**config.mk**
```make
export PLATFORM = sky130hd
export DESIGN_NAME = keypad_scanner_flat
export DESIGN_NICKNAME = d
export VERILOG_FILES = /design/src/rtl/keypad_pkg.sv /design/src/rtl/keypad_scanner_if.sv /design/src/rtl/keypad_fifo.sv /design/src/rtl/keypad_scanner.sv /design/src/flat_wrapper.sv
export SDC_FILE = /design/constraint.sdc
export NUM_CORES = 1
export LEC_CHECK = 0
export ABC_AREA = 1
export CORE_UTILIZATION = 40
export CTS_CLUSTER_SIZE = 40
export DETAILED_ROUTE_END_ITERATION = 10
export GPL_TIMING_DRIVEN = 0
export PLACE_DENSITY = 0.68
export SLEW_MARGIN = 15
export SYNTH_ARGS = -nofsm -noshare
export SYNTH_HDL_FRONTEND = slang
export SYNTH_HIERARCHICAL = 1
export SYNTH_SLANG_ARGS = --single-unit
```
**constraint.sdc**
```tcl
create_clock -name clock -period 3.65 [get_ports clock]
set_clock_uncertainty 0.15 [all_clocks]
set_input_delay 0.73 -clock clock [delete_from_list [all_inputs] [get_ports clock]]
set_output_delay 0.73 -clock clock [all_outputs]
set_load 0.02 [all_outputs]
```
**src/rtl/keypad_pkg.sv**
```systemverilog
// Shared definitions for the keypad scanner: FSM states, register map,
// status/control bit positions and the key-code format.
package keypad_pkg;

  typedef enum logic [1:0] {IDLE, DEBOUNCE, SCAN, RELEASE} state_t;

  localparam logic [2:0] ADDR_DATA   = 3'd0;
  localparam logic [2:0] ADDR_STATUS = 3'd2;
  localparam logic [2:0] ADDR_CTRL   = 3'd4;

  localparam int STAT_NONEMPTY  = 0;
  localparam int STAT_OVERFLOW  = 1;
  localparam int STAT_IRQ_EN    = 2;
  localparam int STAT_COUNT_LSB = 3;

  localparam int CTRL_FLUSH  = 0;
  localparam int CTRL_IRQ_EN = 1;

  localparam int KEY_INDEX_W = 6;
  localparam int KEY_CODE_W  = 16;

  function automatic logic [KEY_CODE_W-1:0] make_key_code(input logic [KEY_INDEX_W-1:0] idx);
    return {8'h00, 2'b00, idx};
  endfunction

endpackage

```
**src/rtl/keypad_scanner_if.sv**
```systemverilog
// Register-bus bundle between a host and the keypad scanner.
interface keypad_scanner_if;
  logic        cs;
  logic        read_enable;
  logic        write_enable;
  logic [2:0]  address;
  logic [15:0] write_data;
  logic [15:0] read_data_output;
  logic        irq;

  modport master (
    output cs, read_enable, write_enable, address, write_data,
    input  read_data_output, irq
  );

  modport slave (
    input  cs, read_enable, write_enable, address, write_data,
    output read_data_output, irq
  );
endinterface

```
**src/rtl/keypad_fifo.sv**
```systemverilog
// Key-code FIFO with synchronous flush; a push on a full FIFO succeeds only
// when a pop happens in the same cycle.
module keypad_fifo #(
  parameter int DEPTH = 4,
  parameter int WIDTH = 16
) (
  input  logic                     clock,
  input  logic                     reset,
  input  logic                     push,
  input  logic                     pop,
  input  logic                     flush,
  input  logic [WIDTH-1:0]         push_data,
  output logic [WIDTH-1:0]         head,
  output logic                     full,
  output logic                     empty,
  output logic [$clog2(DEPTH):0]   count
);
  localparam int AW = $clog2(DEPTH);

  logic [WIDTH-1:0] mem [DEPTH];
  logic [AW-1:0]    wr_ptr;
  logic [AW-1:0]    rd_ptr;
  logic             do_push;
  logic             do_pop;

  assign empty   = (count == '0);
  assign full    = (count == (AW+1)'(DEPTH));
  assign do_pop  = pop && !empty;
  assign do_push = push && (!full || do_pop);
  assign head    = mem[rd_ptr];

  always_ff @(posedge clock or posedge reset) begin
    if (reset) begin
      wr_ptr <= '0;
      rd_ptr <= '0;
      count  <= '0;
    end else if (flush) begin
      wr_ptr <= '0;
      rd_ptr <= '0;
      count  <= '0;
    end else begin
      if (do_push) wr_ptr <= wr_ptr + 1'b1;
      if (do_pop)  rd_ptr <= rd_ptr + 1'b1;
      case ({do_push, do_pop})
        2'b10:   count <= count + 1'b1;
        2'b01:   count <= count - 1'b1;
        default: count <= count;
      endcase
    end
  end

  always_ff @(posedge clock) begin
    if (do_push && !flush) mem[wr_ptr] <= push_data;
  end

endmodule

```
**src/rtl/keypad_scanner.sv**
```systemverilog
// Matrix keypad scanner with debounce, key-code FIFO and register interface.
// Define KEYPAD_SCANNER_IRQ_EN to enable the key-available interrupt.
module keypad_scanner
  import keypad_pkg::*;
#(
  parameter int ROWS            = 4,
  parameter int COLS            = 4,
  parameter int DEBOUNCE_CYCLES = 20000,
  parameter int SETTLE_CYCLES   = 4,
  parameter int FIFO_DEPTH      = 4
) (
  input  logic                clock,
  input  logic                reset,
  keypad_scanner_if.slave     bus,
  input  logic [COLS-1:0]     column,
  output logic [ROWS-1:0]     row
);
  localparam logic [31:0] DB_LAST     = 32'(DEBOUNCE_CYCLES - 1);
  localparam logic [31:0] SETTLE_LAST = 32'(SETTLE_CYCLES - 1);
  localparam logic [2:0]  LAST_ROW    = 3'(ROWS - 1);
  localparam int          CW          = $clog2(FIFO_DEPTH) + 1;

  state_t                  state;
  logic [31:0]             counter;
  logic [2:0]              row_idx;
  logic [ROWS-1:0]         row_q;
  logic                    push_valid;
  logic [KEY_CODE_W-1:0]   push_code;
  logic [2:0]              low_col;
  logic [KEY_INDEX_W-1:0]  key_index;
  logic                    any_low;

  logic                    rd_hit, wr_ctrl, pop, flush;
  logic                    overflow, irq_en;
  logic [KEY_CODE_W-1:0]   fifo_head;
  logic                    fifo_full, fifo_empty;
  logic [CW-1:0]           fifo_count;
  logic [15:0]             status;

  assign row     = row_q;
  assign any_low = (column != '1);

  // Descending walk so the lowest-numbered low column wins.
  always_comb begin
    low_col = '0;
    for (int c = COLS - 1; c >= 0; c--) begin
      if (!column[c]) low_col = 3'(c);
    end
  end

  assign key_index = KEY_INDEX_W'(32'(row_idx) * 32'(COLS) + 32'(low_col));

  always_ff @(posedge clock or posedge reset) begin
    if (reset) begin
      state      <= IDLE;
      counter    <= '0;
      row_idx    <= '0;
      row_q      <= '0;
      push_valid <= 1'b0;
      push_code  <= '0;
    end else begin
      push_valid <= 1'b0;
      unique case (state)
        IDLE: begin
          row_q   <= '0;
          counter <= '0;
          row_idx <= '0;
          if (any_low) state <= DEBOUNCE;
        end
        DEBOUNCE: begin
          if (!any_low) begin
            state   <= IDLE;
            counter <= '0;
          end else if (counter == DB_LAST) begin
            state   <= SCAN;
            counter <= '0;
            row_idx <= '0;
            row_q   <= ~ROWS'(1);
          end else begin
            counter <= counter + 32'd1;
          end
        end
        SCAN: begin
          if (counter == SETTLE_LAST) begin
            counter <= '0;
            if (any_low) begin
              push_valid <= 1'b1;
              push_code  <= make_key_code(key_index);
              state      <= RELEASE;
              row_q      <= '0;
            end else if (row_idx == LAST_ROW) begin
              state <= IDLE;
              row_q <= '0;
            end else begin
              row_idx <= row_idx + 3'd1;
              row_q   <= ~(ROWS'(1) << (row_idx + 3'd1));
            end
          end else begin
            counter <= counter + 32'd1;
          end
        end
        RELEASE: begin
          row_q <= '0;
          if (any_low) begin
            counter <= '0;
          end else if (counter == DB_LAST) begin
            state   <= IDLE;
            counter <= '0;
          end else begin
            counter <= counter + 32'd1;
          end
        end
      endcase
    end
  end

  assign rd_hit  = bus.cs && bus.read_enable;
  assign wr_ctrl = bus.cs && bus.write_enable && (bus.address == ADDR_CTRL);
  assign pop     = rd_hit && (bus.address == ADDR_DATA) && !fifo_empty;
  assign flush   = wr_ctrl && bus.write_data[CTRL_FLUSH];

  keypad_fifo #(
    .DEPTH (FIFO_DEPTH),
    .WIDTH (KEY_CODE_W)
  ) u_fifo (
    .clock     (clock),
    .reset     (reset),
    .push      (push_valid),
    .pop       (pop),
    .flush     (flush),
    .push_data (push_code),
    .head      (fifo_head),
    .full      (fifo_full),
    .empty     (fifo_empty),
    .count     (fifo_count)
  );

  always_comb begin
    status                        = '0;
    status[STAT_NONEMPTY]         = !fifo_empty;
    status[STAT_OVERFLOW]         = overflow;
    status[STAT_IRQ_EN]           = irq_en;
    status[STAT_COUNT_LSB +: 5]   = 5'(fifo_count);
  end

  always_ff @(posedge clock or posedge reset) begin
    if (reset) begin
      bus.read_data_output <= '0;
      overflow             <= 1'b0;
    end else begin
      if (rd_hit) begin
        case (bus.address)
          ADDR_DATA:   bus.read_data_output <= fifo_empty ? 16'h0000 : fifo_head;
          ADDR_STATUS: bus.read_data_output <= status;
          default:     bus.read_data_output <= 16'h0000;
        endcase
      end
      // A push into a full FIFO is only lost when no pop frees a slot.
      if (flush) overflow <= 1'b0;
      else if (push_valid && fifo_full && !pop) overflow <= 1'b1;
    end
  end

`ifdef KEYPAD_SCANNER_IRQ_EN
  // irq_en is set-only; only reset clears it.
  always_ff @(posedge clock or posedge reset) begin
    if (reset) begin
      irq_en  <= 1'b0;
      bus.irq <= 1'b0;
    end else begin
      if (wr_ctrl && bus.write_data[CTRL_IRQ_EN]) irq_en <= 1'b1;
      bus.irq <= irq_en && !fifo_empty;
    end
  end
`else
  assign irq_en  = 1'b0;
  assign bus.irq = 1'b0;
`endif

endmodule

```
**src/flat_wrapper.sv**
```systemverilog
// flat-port wrapper written by rule: the top's interface ports become plain ports
module keypad_scanner_flat import keypad_pkg::*;
#(
  parameter int ROWS            = 4,
  parameter int COLS            = 4,
  parameter int DEBOUNCE_CYCLES = 20000,
  parameter int SETTLE_CYCLES   = 4,
  parameter int FIFO_DEPTH      = 4
)
  (clock, reset, column, row, bus_cs, bus_read_enable, bus_write_enable, bus_address, bus_write_data, bus_read_data_output, bus_irq);
  keypad_scanner_if bus_i ();
  input  logic clock;
  input  logic reset;
  input  logic [COLS-1:0] column;
  output logic [ROWS-1:0] row;
  input wire logic [$bits(bus_i.cs)-1:0] bus_cs;
  input wire logic [$bits(bus_i.read_enable)-1:0] bus_read_enable;
  input wire logic [$bits(bus_i.write_enable)-1:0] bus_write_enable;
  input wire logic [$bits(bus_i.address)-1:0] bus_address;
  input wire logic [$bits(bus_i.write_data)-1:0] bus_write_data;
  output wire logic [$bits(bus_i.read_data_output)-1:0] bus_read_data_output;
  output wire logic [$bits(bus_i.irq)-1:0] bus_irq;
  assign bus_i.cs = bus_cs;
  assign bus_i.read_enable = bus_read_enable;
  assign bus_i.write_enable = bus_write_enable;
  assign bus_i.address = bus_address;
  assign bus_i.write_data = bus_write_data;
  assign bus_read_data_output = bus_i.read_data_output;
  assign bus_irq = bus_i.irq;
  keypad_scanner #(.ROWS(ROWS), .COLS(COLS), .DEBOUNCE_CYCLES(DEBOUNCE_CYCLES), .SETTLE_CYCLES(SETTLE_CYCLES), .FIFO_DEPTH(FIFO_DEPTH)) u_core (.clock(clock), .reset(reset), .bus(bus_i), .column(column), .row(row));
endmodule
```
Word level (Yosys, flattened, before mapping). Memories as Yosys holds them, arrays and structs flattened. Cells that the tools add are included.

Output and inout bits: 21. Latch bits: 0. Bits in read-only memories: 0. Flip-flop bits (word level): 72. Bits of input ports: 28. Memories: 1. RAM bits: 24.

Memories: u_core.u_fifo.mem (words 4, width 6, read ports 1, clocked after memory_dff 0, write ports 1, RTL line keypad_fifo.sv:20) `logic [WIDTH-1:0] mem [DEPTH];`.

Order comparisons: 0. Equality and inequality tests: 22. Div/mod/pow operators: 0. Reductions and logical operators: 29. Shift-type cells: 1. Add/sub/neg operators: 7. Multiplexer cells: 45. Bitwise logic cells: 1. Multipliers: 0.

Operators with widths (number): 2-to-1 mux 32 bit (4); one-hot mux 32 bit (4 select lines) (1); adder 32 x 1 -> 32 bit (second input constant) (1); == test 32 x 15 -> 1 bit (second input constant) (1); == test 32 x 2 -> 1 bit (second input constant) (1); 2-to-1 mux 2 bit (16); one-hot mux 16 bit (2 select lines) (1); 2-to-1 mux 4 bit (5); 2-to-1 mux 3 bit (6); 2-to-1 mux 16 bit (1); one-hot mux 4 bit (3 select lines) (1); AND reduction 6 bit (2); logical AND 1 bit (11); inequality test 2 x 1 -> 1 bit (second input constant) (5); one-hot mux 3 bit (3 select lines) (1); one-hot mux 2 bit (4 select lines) (1); 2-to-1 mux 1 bit (7); adder 3 x 1 -> 3 bit (second input constant) (2); adder 5 x 2 -> 6 bit (1); == test 2 bit (second input constant) (3); == test 3 x 2 -> 1 bit (second input constant) (2); == test 3 bit (second input constant) (2); logical NOT 3 bit (2); inequality test 2 bit (second input constant) (3); 16 further kinds (25).

Depth between registers and ports, before layout. Gate-level depths: netlist of the first run.

Word-level depth: 9. Depth in mapped cells: 16. Gate-level depth less buffers: 15.

Modules after synthesis. Netlist of the first run, hierarchy kept.

Modules (own cells, without submodules): keypad_scanner (cells an instance 547, area an instance 4008.8 µm², times used 1, sequential area each 1601.5 µm²); keypad_fifo (cells an instance 223, area an instance 2939.1 µm², times used 1, sequential area each 2097.0 µm²).

Least setup slack after synthesis of the first run. Ideal clock, no wire load.

Path kind: in2reg. From: in bus_address[1]. To: mem u_core/u_fifo/mem[0][0] (netlist name), enable pin. Path slack: 638 ps. Path buffers: 1. Stages on the path: 8. Data arrival time: 2473 ps. Path through: nor2_1 -> nand2_1 -> nor3_1 -> buf_2 -> nand2_4 -> nand2_2 -> nand3_4 -> nor2_1.

Longest elaborated chain between the ends: 9. Elaborated cells on any way between the ends: 13.

Ends and longest elaborated chain: start: declaration (RTL line flat_wrapper.sv:19) `input wire logic [$bits(bus_i.address)-1:0] bus_address;`; logical NOT 3 bit (RTL line keypad_scanner.sv:119) `assign pop = rd_hit && (bus.address == ADDR_DATA) && !fifo_empty;`; logical AND 1 bit (2 in series) (RTL line keypad_scanner.sv:119); net u_core.pop (RTL line keypad_scanner.sv:33) `logic rd_hit, wr_ctrl, pop, flush;`; logical AND 1 bit (RTL line keypad_fifo.sv:28) `assign do_pop = pop && !empty;`; logical OR 1 bit (RTL line keypad_fifo.sv:29) `assign do_push = push && (!full || do_pop);`; logical AND 1 bit (RTL line keypad_fifo.sv:29); logical AND 1 bit (RTL line keypad_fifo.sv:53) `if (do_push && !flush) mem[wr_ptr] <= push_data;`; 2-to-1 mux 1 bit (RTL line keypad_fifo.sv:53); 2-to-1 mux 1 bit (implied by the code) (RTL line keypad_fifo.sv:53); end: declaration (RTL line keypad_fifo.sv:20).

The timed path passes the listed nets, and every way through them passes these cells.

==> flow_metrics.py, run 1 <==
metrics = {
    "sta": {
        "setup_viol": 0,
        "max_freq_ghz": 0.296,
        "slew_headroom_pct": 60.6,
        "fin_tns_setup_ns": 0,
        "slew_viol_final": 0,
        "tightest_slew_ns": 0.591,
        "period_share_pct": 92.7,
        "hold_viol": 0,
        "rsz0062_at_grt": "false",
        "fin_crit_ns": 3.38,
        "setup_ws_ns": 0.268,
    },
    "drt": {
        "drtIter0Drc": 392,
        "avgRoutedWirePerCell_um": 13.4,
        "dr.pass1.iters": 5,
        "drc": 0,
        "via_count": 5254,
        "via_per_inst": 4.77,
        "drt-total-wl_um": 14800,
        "ant_nets": 0,
    },
    "yosys": {
        "synth_top_area_share_pct": 27.7,
        "synthTopCellsByArea": "edfxtp_1 (28%), dfrtp_1 (26%), nand2_1 (8.5%)",
        "synth-seq-area-share_pct": 53.2,
        "synth-warning-count": 6,
        "syn_area_per_cell_um2": 9.02,
        "syn_area_um2": 6950,
        "synth_cell_type_count": 42,
        "synth_cells": 770,
        "synth_seq_cells": 135,
        "netlist.top_cell.by_area": "edfxtp_1",
    },
    "global_routing": {
        "grt_antenna_before_repair": 0,
        "grt_pass1_vias": 5113,
        "grt_util_all_layers_pct": 18.1,
        "grt_overflow_total": 0,
        "grt_max_degree": 50,
        "grt_pass1_wl_um": 24800,
    },
    "place": {
        "pre_cts_slack_ns": -0.256,
        "placed_cells": 1070,
        "gp_congestion": 0.913,
        "portBuffers": 32,
        "dp_hpwl_um": 10600,
    },
    "cts": {
        "cts_root_buf": "clkbuf_16",
        "cts_tree": "built",
        "htree_levels": 4,
        "cts.sinks": 135,
        "clk_pin_slew_ns": 0.06,
        "cts_max_path_buffers": 2,
        "cts_setup_buffers": 0,
        "cts_buffers": 17,
        "clk_latency_ns": 0.41,
    },
    "job": {
        "max_cap_violations": 0,
    },
    "power_and_ir_drop": {
        "ir_worst_vdd_uv": 348,
        "power.total_uw": 4560,
        "p_per_area_nw_per_um2": 548,
        "power_leakage_uw": 0.00356,
    },
    "critical_path": {
        "r2r_setup_slack_ns": 0.62,
        "required_ns": 3.62,
        "critical_path_class": "in2reg",
        "endpoint_kind": "flop",
        "crit_arrival_ns": 3.35,
        "r2r-end": "u_core/u_fifo/mem[0][11]",
        "critPathCapture": "u_core/u_fifo/mem[0][11]",
        "critPathLaunch": "bus_address[1]",
        "path_max_fanout": 13,
        "reg2reg_from": "u_core/u_fifo/count[0]",
        "start_kind": "input pin",
        "r2r_cells": 10,
    },
    "floorplanning": {
        "io_pins": 49,
        "dieArea_um2": 17900,
        "coreArea_um2": 16800,
        "die_h_um": 134,
        "initial_utilization_pct": 41.5,
        "dieWidth_um": 134,
        "std_cell_rows": 47,
    },
    "finish": {
        "nets": 915,
        "layout.cells.non_filler": 1102,
        "syn_to_final_growth_pct": 19.8,
        "final_core_util_pct": 49.7,
        "drive_gt1_share_pct": 10.9,
        "diodes": 0,
        "mostFrequentLayoutCell": "nand2_1",
        "final_cell_mix": "nand2_1 (158), nor2_1 (138), inv_1 (78), dfrtp_1 (71), edfxtp_1 (64)",
    },
    "hold_path": {
        "min_path_type": "reg2reg",
    },
    "status": {
        "status": "completed",
    },
}
==> per-stage QoR <==
| step | hold slack [ns] | cell area [um2] |
|---|---|---|
| after floorplan | 0.292 | 7110 |
| after global placement | 0.308 | 7710 |
| after detailed placement | 0.314 | 7790 |
| after CTS | 0.328 | 8320 |
| after global routing | 0.357 | 8320 |
| final | 0.327 | 8320 |
==> flip-flops by register name, summed over array words and instances (netlist names) <==
signal                       count
u_core/u_fifo/count              3
u_core/state                     2
u_core/push_code                 5
u_core/bus.read_data_output     16
u_core/u_fifo/mem               64
u_core/push_valid                1
u_core/u_fifo/rd_ptr             2
u_core/u_fifo/wr_ptr             2
u_core/overflow                  1
u_core/counter                  32
u_core/row_idx                   3
u_core/row                       4
==> routing by layer <==
metal / up-vias / part of all wire, % / global-route usage [%] / wire length, um
li1: 2693 / - / - / -
met1: 2449 / 47 / 23.4 / 7030
met2: 93 / 47 / 29.3 / 6940
met3: 19 / 3.9 / 4.23 / 583
met4: 0 / 1.8 / 7.13 / 263
met5: - / 0 / 0 / 0
==> cells by family (layout without fill, tap and decap cells) <==
group / count (synthesis) / in the layout / share of synthesized area [%]
adders and majority gates: 18 / 18 / 3.35
DFF: 135 / 135 / 53.2
buffers and inverters: 101 / 169 / 6.61
xor gates and xnor gates: 17 / 17 / 2.14
and+or+nand+nor: 402 / 402 / 26.0
other: 1 / 45 / 0.0540
AOI/OAI and AO/OA: 96 / 96 / 8.57
==> cells in the mapped netlist, drive strengths merged <==
cell / n
a211oi: 1
a21oi: 12
a22o: 11
a31oi: 1
buf: 14
clkbuf: 2
clkinv: 2
conb: 1
dfrtp: 71
edfxtp: 64
fa: 1
ha: 17
inv: 83
nand2: 171
nand3: 40
nand3b: 1
nand4: 18
nor2: 155
nor3: 13
nor3b: 2
o211ai: 1
o21ai: 47
o21bai: 1
o22ai: 17
o31ai: 5
or2: 2
xnor2: 3
xor2: 14
==> critical path, stage by stage <==
cell             delay, ns
clkdlybuf4s50_1       0.50
nor2_1                0.17
nand2_1               0.15
nor3_1                0.36
buf_2                 0.36
nand2_4               0.10
nand2_2               0.09
nand3_4               0.13
nor2_2                0.50
buf_6                 0.23
==> how the worst min path moves through the flow <==
| stage | startpoint | endpoint | slack [ns] | cells past startpoint |
|---|---|---|---|---|
| after floorplan | u_core/row_idx[2] | u_core/row_idx[2] | 0.29 | 2 |
| after global placement | u_core/row_idx[2] | u_core/row_idx[2] | 0.31 | 2 |
| after detailed placement | u_core/row_idx[2] | u_core/row_idx[2] | 0.31 | 2 |
| after CTS | u_core/row_idx[2] | u_core/row_idx[2] | 0.33 | 2 |
| after global routing | u_core/bus.read_data_output[1] | u_core/bus.read_data_output[1] | 0.36 | 2 |
| final | u_core/row_idx[2] | u_core/row_idx[2] | 0.33 | 2 |
==> timing repair <==
action	in CTS	in global routing
hold buffers	0	0
gates resized for setup	0	1
endpoints found under the setup margin	0	16
==> report_power, final <==
group	internal [uW]	leakage [uW]	switching (uW)
Clock	936	0.000259	609
Combinational	458	0.00172	781
Sequential	1680	0.00158	99.8
Total	3070	0.00356	1490
==> layout make-up <==
type | instances | area (um2)
clock buffers | 20 | 447
inverters | 85 | 325
clock inverters | 12 | 85.1
plain buffers | 16 | 136
repair buffers | 36 | 385
well taps | 220 | 275
multi-input cells | 578 | 2970
fillers | 1611 | 8440
flip-flops and latches | 135 | 3700
Note: power is estimated with default switching activity, not from simulation.
==> run 2: changes to the inputs <==
--- a/config.mk
+++ b/config.mk
@@ -6,11 +6,12 @@
 export NUM_CORES = 1
 export LEC_CHECK = 0
 export ABC_AREA = 1
-export CORE_UTILIZATION = 40
+export CORE_UTILIZATION = 49
 export CTS_CLUSTER_SIZE = 40
 export DETAILED_ROUTE_END_ITERATION = 10
 export GPL_TIMING_DRIVEN = 0
-export PLACE_DENSITY = 0.68
+export PLACE_DENSITY = 0.78
+export SKIP_CTS_REPAIR_TIMING = 1
 export SLEW_MARGIN = 15
 export SYNTH_ARGS = -nofsm -noshare
 export SYNTH_HDL_FRONTEND = slang
==> flow_metrics.py, run 2 (synthesis gave the netlist of run 1 again) <==
metrics = {
    "drt": {
        "drc": 0,
        "ant_nets": 0,
        "drtIter0Drc": 339,
        "topRoutingLayerUsed": "met4",
        "wl_met1_um": 6620,
        "dr.pass1.iters": 5,
        "via_count": 5259,
        "met3WireLength_um": 648,
        "avgRoutedWirePerCell_um": 14.0,
        "via_per_inst": 4.96,
        "wl_met2_um": 7320,
        "drt-total-wl_um": 14900,
    },
    "place": {
        "portBuffers": 32,
        "pre_cts_slack_ns": -0.247,
        "placed_cells": 1028,
        "dp_hpwl_um": 10500,
        "gp_congestion": 0.975,
    },
    "status": {
        "status": "completed",
    },
    "finish": {
        "drive_gt1_share_pct": 11.3,
        "largest_register": "u_core/u_fifo/mem",
        "diodes": 0,
        "largestRegisters": "u_core/u_fifo/mem (64), u_core/counter (32), u_core/bus.read_data_output (16)",
        "mostFrequentLayoutCell": "nand2_1",
        "syn_to_final_growth_pct": 19.4,
        "fillCellCount": 1174,
        "layout.cells.non_filler": 1060,
        "nets": 913,
        "largest_register_ffs": 64,
        "final_cell_mix": "nand2_1 (158), nor2_1 (138), inv_1 (78), dfrtp_1 (71), edfxtp_1 (64)",
        "final_core_util_pct": 59.8,
    },
    "floorplanning": {
        "initial_utilization_pct": 50.1,
        "std_cell_rows": 43,
        "io_pins": 49,
        "die_h_um": 121,
        "coreArea_um2": 13900,
        "dieArea_um2": 14700,
        "dieWidth_um": 121,
    },
    "sta": {
        "setup_ws_ns": 0.136,
        "setup_viol": 0,
        "slew_headroom_pct": 35.0,
        "slew_viol_final": 0,
        "rsz0062_at_grt": "true",
        "hold_viol": 0,
        "fin_tns_setup_ns": 0,
        "max_freq_ghz": 0.285,
        "fin_crit_ns": 3.51,
        "tightest_slew_ns": 0.974,
        "period_share_pct": 96.3,
    },
    "critical_path": {
        "slowest_delay_ns": 0.77,
        "r2r_setup_slack_ns": 0.47,
        "crit_buf_inv": 2,
        "r2r-end": "u_core/u_fifo/mem[2][9]",
        "path_max_fanout": 16,
        "worstPathCellList": "clkdlybuf4s50_1 > nor2_1 > nand2_1 > nor3_1 > buf_2 > nand2_4 > nand2_2 > nand3_4 > nor2_2",
        "cp_slowest_cell": "nor2_2",
        "crit_arrival_ns": 3.40,
        "reg2reg_from": "u_core/u_fifo/count[0]",
        "r2r_cells": 9,
        "critical_path_class": "in2reg",
        "worstSetupPathDepth": 9,
        "start_kind": "input pin",
        "endpoint_kind": "flop",
        "cp_top_family": "simple AND/OR/NAND/NOR gates",
        "required_ns": 3.54,
    },
    "cts": {
        "cts.sinks": 135,
        "cts_root_buf": "clkbuf_16",
        "clk_pin_slew_ns": 0.05,
        "clk_latency_ns": 0.42,
        "cts_max_path_buffers": 2,
        "cts_buffers": 17,
        "htree_levels": 4,
        "cts_tree": "built",
    },
    "hold_path": {
        "whs_endpoint": "u_core/bus.read_data_output[1]",
        "min_path_type": "reg2reg",
        "min_path_cells": 2,
        "hp-start": "u_core/bus.read_data_output[1]",
    },
    "global_routing": {
        "grt_max_degree": 48,
        "grt_overflow_total": 0,
        "grt_util_all_layers_pct": 22.2,
        "grt_antenna_before_repair": 0,
        "grt_pass1_vias": 5190,
        "grt_pass1_wl_um": 24800,
    },
    "power_and_ir_drop": {
        "power.total_uw": 4690,
        "power_leakage_uw": 0.00357,
        "p_per_area_nw_per_um2": 565,
        "ir_worst_vdd_uv": 370,
    },
    "job": {
        "max_cap_violations": 0,
    },
}
run 2: power by group:
group / switching [uW] / total, uW / internal (uW)
logic: 788 / 1250 / 458
clock network: 624 / 1660 / 1040
registers: 103 / 1780 / 1680
total: 1520 / 4690 / 3170
run 2: worst min-delay path, delay by kind of cell, from the launching register on:
family | cells | cell delay [ns]
and+or+nand+nor | 2 | 0.11
DFF | 1 | 0.34
run 2: routing by layer:
layer / GRT usage, % / vias to the layer above
met2: 37.3 / 118
met1: 27.6 / 2431
met4: 8.87 / 0
li1: - / 2684
met3: 5.22 / 26
met5: 0 / -
run 2: how the worst max path moves through the flow:
stage	startpoint	to	slack (ns)
after floorplan	bus_address[1]	u_core/u_fifo/mem[0][0]	0.64
after global placement	bus_address[1]	u_core/u_fifo/mem[0][6]	-0.66
after detailed placement	bus_address[1]	u_core/u_fifo/mem[1][9]	-0.25
after CTS	bus_address[1]	u_core/u_fifo/mem[1][9]	0.15
after global routing	bus_address[1]	u_core/u_fifo/mem[3][12]	-0.08
final	bus_address[1]	u_core/u_fifo/mem[2][9]	0.14
run 2: stage by stage:
stage | cell area [um2] | hold WS (ns)
after CTS | 8300 | 0.331
after detailed placement | 7710 | 0.316
final | 8300 | 0.329
after floorplan | 7110 | 0.292
after global routing | 8300 | 0.351
after global placement | 7660 | 0.307
run 2: final cells by class:
cell class	count	area, um2	area share [%]
Buffer	16	136	1.64
Clock buffer	20	457	5.51
Clock inverter	12	129	1.55
Inverter	85	325	3.92
Multi-Input combinational cell	578	2970	35.7
Sequential cell	135	3700	44.6
Tap cell	180	225	2.71
Timing Repair Buffer	34	359	4.33
